--- config.mk ---
export PLATFORM = sky130hd
export DESIGN_NAME = aq_rtu_cmplt_arb
export DESIGN_NICKNAME = d
export VERILOG_FILES = /design/src/rtl/aq_rtu_cmplt_arb_pkg.sv /design/src/rtl/aq_rtu_rr_pick.sv /design/src/rtl/aq_rtu_cmplt_arb.sv
export SDC_FILE = /design/constraint.sdc
export NUM_CORES = 1
export LEC_CHECK = 0
export CORE_UTILIZATION = 55
export CTS_CLUSTER_SIZE = 14
export DETAILED_ROUTE_END_ITERATION = 16
export GPL_ROUTABILITY_DRIVEN = 0
export PLACE_DENSITY = 0.79
export SYNTH_ARGS = -nofsm -noshare
export SYNTH_HDL_FRONTEND = slang
export SYNTH_SLANG_ARGS = --single-unit
--- constraint.sdc ---
create_clock -name forever_cpuclk -period 4 [get_ports forever_cpuclk]
set_clock_uncertainty 0.15 [all_clocks]
set_input_delay 0.8 -clock forever_cpuclk [delete_from_list [all_inputs] [get_ports forever_cpuclk]]
set_output_delay 0.8 -clock forever_cpuclk [all_outputs]
set_load 0.1 [all_outputs]
--- src/rtl/aq_rtu_cmplt_arb_pkg.sv ---
// Shared definitions for the EX1 completion-slot arbiter.
// No logic; constants only.
// Carries requester numbering, source encoding and parameter defaults.
package aq_rtu_cmplt_arb_pkg;

    localparam int NUM_REQ_DEF  = 4;
    localparam int WAIT_W_DEF   = 3;
    localparam int MAX_WAIT_DEF = 6;

    // Long-latency requester slots, in fixed-priority order for starvation.
    typedef enum logic [1:0] {
        REQ_DIV = 2'd0,
        REQ_LSU = 2'd1,
        REQ_VEC = 2'd2,
        REQ_CP0 = 2'd3
    } req_id_e;

    // Completion source: MSB set means the single-cycle units own the slot.
    localparam int              SRC_W_DEF = $clog2(NUM_REQ_DEF) + 1;
    localparam logic [SRC_W_DEF-1:0] SRC_FAST = {1'b1, {(SRC_W_DEF-1){1'b0}}};

endpackage

--- src/rtl/aq_rtu_rr_pick.sv ---
// Rotating-priority picker: first set bit of req searching upward from ptr.
// Latency: purely combinational, zero cycles.
// Backpressure: none; the caller decides whether the pick is used.
//
// Ports:
//   req  - request vector
//   ptr  - index of highest-priority position this cycle
//   gnt  - one-hot grant (all zero when no request)
//   idx  - binary index of the granted position
//   any  - at least one request present
module aq_rtu_rr_pick #(
    parameter  int N  = 4,
    localparam int IW = (N > 1) ? $clog2(N) : 1
) (
    input  logic [N-1:0]  req,
    input  logic [IW-1:0] ptr,
    output logic [N-1:0]  gnt,
    output logic [IW-1:0] idx,
    output logic          any
);

    logic [IW-1:0] pos;

    always_comb begin
        gnt = '0;
        idx = '0;
        any = 1'b0;
        pos = '0;
        for (int k = 0; k < N; k++) begin
            // Wrap explicitly so non-power-of-two N still works.
            pos = IW'((int'(ptr) + k) % N);
            if (!any && req[pos]) begin
                any      = 1'b1;
                gnt[pos] = 1'b1;
                idx      = pos;
            end
        end
    end

endmodule

--- src/rtl/aq_rtu_cmplt_arb.sv ---
// Arbiter for the single EX1 completion slot: fast units first, then starving
// long-latency requesters (lowest index), then round-robin among the rest.
// Latency: grant is combinational; stall to IDU is registered (one cycle).
// Backpressure: slow requesters hold req until acked; fast completions cannot
// be held, so starvation is relieved by stalling issue to the fast units.
//
// Ports:
//   forever_cpuclk - clock
//   cpurst         - synchronous active-high reset
//   fast_cmplt     - single-cycle unit completion this cycle
//   slow_req       - long-latency completion requests (0 DIV,1 LSU,2 VEC,3 CP0)
//   flush          - commit clear; kills slow grants and clears wait state
//   slow_ack       - one-hot grant to a long-latency requester
//   arb_ex1_cmplt  - slot used this cycle
//   arb_cmplt_src  - MSB=1 fast, else index of acked requester
//   arb_idu_stall  - registered stall of new single-cycle issue
//   arb_busy       - request pending or stall active
module aq_rtu_cmplt_arb
    import aq_rtu_cmplt_arb_pkg::*;
#(
    parameter  int NUM_REQ  = NUM_REQ_DEF,
    parameter  int WAIT_W   = WAIT_W_DEF,
    parameter  int MAX_WAIT = MAX_WAIT_DEF,
    localparam int IDX_W    = $clog2(NUM_REQ),
    localparam int SRC_W    = IDX_W + 1
) (
    input  logic               forever_cpuclk,
    input  logic               cpurst,
    input  logic               fast_cmplt,
    input  logic [NUM_REQ-1:0] slow_req,
    input  logic               flush,
    output logic [NUM_REQ-1:0] slow_ack,
    output logic               arb_ex1_cmplt,
    output logic [SRC_W-1:0]   arb_cmplt_src,
    output logic               arb_idu_stall,
    output logic               arb_busy
);

    localparam logic [WAIT_W-1:0] WAIT_MAX = WAIT_W'(MAX_WAIT);
    localparam logic [IDX_W-1:0]  LAST_IDX = IDX_W'(NUM_REQ - 1);

    logic [IDX_W-1:0]  rr_ptr;
    logic [WAIT_W-1:0] wait_cnt [NUM_REQ];
    logic [WAIT_W-1:0] wait_nxt [NUM_REQ];
    logic              stall_q;
    logic              stall_nxt;

    logic [NUM_REQ-1:0] starve_vec;
    logic [NUM_REQ-1:0] starve_gnt;
    logic [IDX_W-1:0]   starve_idx;
    logic               starve_any;
    logic [NUM_REQ-1:0] rr_gnt;
    logic [IDX_W-1:0]   rr_idx;
    logic               rr_any;

    logic [NUM_REQ-1:0] grant;
    logic [IDX_W-1:0]   grant_idx;
    logic               grant_any;

    // A saturated counter only matters while its request is still held.
    always_comb begin
        starve_vec = '0;
        for (int i = 0; i < NUM_REQ; i++) begin
            starve_vec[i] = slow_req[i] && (wait_cnt[i] == WAIT_MAX);
        end
    end

    // Starvation pick is fixed priority: same picker, pointer pinned at 0.
    aq_rtu_rr_pick #(.N(NUM_REQ)) u_starve_pick (
        .req (starve_vec),
        .ptr ('0),
        .gnt (starve_gnt),
        .idx (starve_idx),
        .any (starve_any)
    );

    aq_rtu_rr_pick #(.N(NUM_REQ)) u_rr_pick (
        .req (slow_req),
        .ptr (rr_ptr),
        .gnt (rr_gnt),
        .idx (rr_idx),
        .any (rr_any)
    );

    always_comb begin
        grant     = '0;
        grant_idx = '0;
        if (!cpurst && !fast_cmplt && !flush) begin
            if (starve_any) begin
                grant     = starve_gnt;
                grant_idx = starve_idx;
            end else if (rr_any) begin
                grant     = rr_gnt;
                grant_idx = rr_idx;
            end
        end
    end

    assign grant_any = |grant;

    // Fast completion passes even under flush; retire qualifies it with commit.
    always_comb begin
        slow_ack      = grant;
        arb_ex1_cmplt = !cpurst && (fast_cmplt || grant_any);
        arb_cmplt_src = '0;
        if (!cpurst) begin
            if (fast_cmplt) begin
                arb_cmplt_src = {1'b1, {IDX_W{1'b0}}};
            end else if (grant_any) begin
                arb_cmplt_src = {1'b0, grant_idx};
            end
        end
        arb_idu_stall = !cpurst && stall_q;
        arb_busy      = !cpurst && ((|slow_req) || stall_q);
    end

    // Stall is derived from next-cycle counters so it rises together with the
    // counter reaching the limit and drops right after that requester retires.
    always_comb begin
        stall_nxt = 1'b0;
        for (int i = 0; i < NUM_REQ; i++) begin
            wait_nxt[i] = '0;
            if (!flush && slow_req[i] && !grant[i]) begin
                wait_nxt[i] = (wait_cnt[i] == WAIT_MAX) ? WAIT_MAX
                                                        : wait_cnt[i] + 1'b1;
            end
            if (wait_nxt[i] == WAIT_MAX) begin
                stall_nxt = 1'b1;
            end
        end
        if (flush) begin
            stall_nxt = 1'b0;
        end
    end

    always_ff @(posedge forever_cpuclk) begin
        if (cpurst) begin
            rr_ptr  <= '0;
            stall_q <= 1'b0;
            for (int i = 0; i < NUM_REQ; i++) begin
                wait_cnt[i] <= '0;
            end
        end else begin
            if (grant_any) begin
                rr_ptr <= (grant_idx == LAST_IDX) ? '0 : grant_idx + 1'b1;
            end
            stall_q <= stall_nxt;
            for (int i = 0; i < NUM_REQ; i++) begin
                wait_cnt[i] <= wait_nxt[i];
            end
        end
    end

endmodule
==> metrics <==
FF-to-FF path depth=11; postcts setup bufs=0; DRC viols=0; Port Buffers=17; Max Fclk=around 0.25 GHz; CTS Buf Count=3; Post-synth ARST share=0%; synth warn=0; PwrDens=330 mW/mm²; post-route total power=~650 µW; Worst Hold End=wait_cnt[0][0]; crit end category=primary output; Initial Util=about three fifths; endpoints failing setup=0; crit path max fanout=7; commonest register cell after synthesis=dfxtp_1; total number of vias=between 1,500 and 2,000; post-synthesis cell count=between 150 and 200; Die ar.=approximately 0.0029 mm²; CP arrival=around 3 ns; routed len/inst=15.9 µm; Clock Pin Slew Worst Setup and Hold Paths=~0.10 ns; register-to-register setup slack=between 1 and 1.5 ns; met2 wire length=~2000 µm; synth unique cells=50; TritonCTS Sinks=15; Core Box Area=0.00250 mm²; CTS tree=built; Int Pwr=381 µW; WHS Path Cells=1; Clock Path Buffers=2; DR top layer=met4; Logic pwr share=61.3%; Routed Antenna Nets=0; remaining global-route overflow=0; die width=53.7 µm; Ports=18; largest net degree at the start of global routing=18; number of global-route vias before repair=approximately 1,400; #FFs+latches synth=15; Sequential Power Share=about a quarter; Worst Hold Class=flip-flop to flip-flop; GRT Util Overall=between 30% and 40%; r2r endpoint=rr_ptr[1]; vias per cell=~6.1; routed wl met3=between 150 and 200 µm; share of post-route cells with drive strength above 1=about 28%; worst-margin pin slew=0.507 ns; crit share post-route=between 90 and 100%; DR pass1 iterations=4; Commonest cells post-synth=nor2_1 (21), ha_1 (16), dfxtp_1 (15), nand2_1 (15), o21ai_0 (11); normalized max-slew margin=between 60 and 70%; routed metal-1 wire length=1720 µm; CTS H-tree lvls=1; post-DP HPWL=3100 µm; synthesized area per cell=just over 8 µm²; Clock Power Share=between 10% and 20%; area fraction of the dominant cell type after synthesis=between 20% and 30%; most frequent cell after synthesis=nor2_1; latest clock arrival within the worst-skew pair=roughly 0.29 ns; hold_sp=wait_cnt[0][0]; dpl cells=approximately 240; Final Core Density=between 70 and 80%; Startpoint Class=input port; num rows=18; post-synth top area cell=dfxtp_1; syn nets=~200; synthesis-to-layout area growth=35.0%; Syn Std Cell Area=0.00147 mm²; Non-Filler Instances=around 250; switch share=between 40% and 50%; final WL=about 3900 µm; # fillers=roughly 190; fin crit period=approximately 3.9 ns; Die H=53.7 µm; Nets=243; Area contributors post-synth=dfxtp_1 (20%), ha_1 (14%), mux4_2 (6.1%); first-pass GRT wire length=between 6000 and 7000 µm; CTS Hold Bufs=0; fin. max-slew vios=0; DR iter-0 viols=45; status=finished, final reports clean; Fin Setup TNS=0 ns; EDFF count, synth=0; Worst Setup Path Type=input port to primary output; Ant. Diodes=0; r2r startpoint=rr_ptr[1]; MaxCap Viol Count=0; maximum vdd drop=0.282 mV; net switching power=roughly 270 µW; leak pwr=roughly 0.82 nW; Critical Path RT=3.05 ns; root buffer cell=clkbuf_4; final hold vios=0; sequential fraction of the synthesis area=around 20%; antenna violations before repair=0; critical path startpoint=slow_req[3]
-- logic make-up (layout without fill, tap and decap cells) --
| group | Yosys count | count (layout) | synth area share (%) |
|---|---|---|---|
| and+or+nand+nor | 84 | 84 | 32.1 |
| AOI/OAI and AO/OA | 40 | 40 | 19.4 |
| adders and majority gates | 16 | 16 | 13.6 |
| DFF | 15 | 15 | 20.5 |
| buffers and inverters | 14 | 54 | 5.20 |
| muxes | 6 | 6 | 7.50 |
| xor gates and xnor gates | 3 | 3 | 1.79 |
-- worst max-delay path, cell delays in order --
cell and delay, ns:
dlygate4sd2_1 0.31, nor2b_1 0.15, mux4_2 0.51, nand3b_1 0.12
nand4b_1 0.13, and4_2 0.24, nor4_4 0.29, buf_6 0.17
nand2b_2 0.08, buf_12 0.17
-- state kept, by name, summed over array words and instances (netlist names) --
register	cells
stall_q	1
rr_ptr	2
wait_cnt	12
-- what timing repair did --
| item | in CTS | in global routing |
|---|---|---|
| gates resized for setup | 7 | 4 |
| cloned | 0 | 0 |
| pin swaps | 0 | 1 |
| setup endpoints to repair | 3 | 3 |
-- per-stage QoR --
step	hold slack (ns)	instance area (µm²)	setup slack, ns
floorplan	0.290	1510	-0.271
global placement	0.309	1940	-0.0758
detailed placement	0.339	1940	-0.141
CTS	0.354	1970	0.0660
global route	0.378	1980	-0.0146
finish	0.357	1980	0.0754
-- power by group through the flow --
stage | combinational (mW) | sequential (mW) | clock, mW
2_1_floorplan | 0.247 | 0.172 | 0
3_3_place_gp | 0.367 | 0.167 | 0
3_5_place_dp | 0.381 | 0.167 | 0
4_1_cts | 0.386 | 0.163 | 0.0905
5_1_grt | 0.432 | 0.164 | 0.0976
6_report | 0.400 | 0.163 | 0.0897
-- how the worst max path moves through the flow --
| stage | end | slack [ns] | cells past startpoint |
|---|---|---|---|
| after CTS | arb_ex1_cmplt | 0.07 | 11 |
| after floorplan | arb_cmplt_src[0] | -0.27 | 7 |
| after global routing | arb_ex1_cmplt | -0.01 | 10 |
| after detailed placement | arb_ex1_cmplt | -0.14 | 10 |
| after global placement | arb_ex1_cmplt | -0.08 | 10 |
| final | arb_ex1_cmplt | 0.08 | 10 |
-- per-layer routing --
layer	global-route usage, %	vias to the layer above
met5	0	-
met1	37.2	724
li1	-	743
met4	10.5	0
met2	50.6	43
met3	7.34	12
-- area by class of cell --
| class | instances | area [µm²] | area share, % |
|---|---|---|---|
| Clock buffer | 4 | 26.3 | 1.33 |
| Inverter | 7 | 26.3 | 1.33 |
| Multi-Input combinational cell | 149 | 1150 | 58.1 |
| Sequential cell | 15 | 305 | 15.4 |
| Tap cell | 30 | 37.5 | 1.90 |
| Timing Repair Buffer | 43 | 435 | 22.0 |
-- cell usage in the layout (no fill, tap or decap), types with 2 or more instances in the layout --
master,count
a22oi_1,5
a211oi_1,3
dfxtp_1,13
mux4_2,4
nand2_1,15
a21oi_1,2
a22oi_2,2
ha_1,15
o211ai_1,2
nor2b_1,7
dlygate4sd2_1,3
clkbuf_4,3
clkdlybuf4s50_1,3
nand3_1,6
nor2_1,19
mux2i_1,2
nor3_1,7
nand2b_1,2
buf_12,8
nand3b_1,6
nor2b_4,2
buf_4,27
a2111oi_0,2
inv_1,6
nor4_1,4
o21ai_0,11
and3_1,3
xor2_1,2
Note: power is estimated with default switching activity, not from simulation.
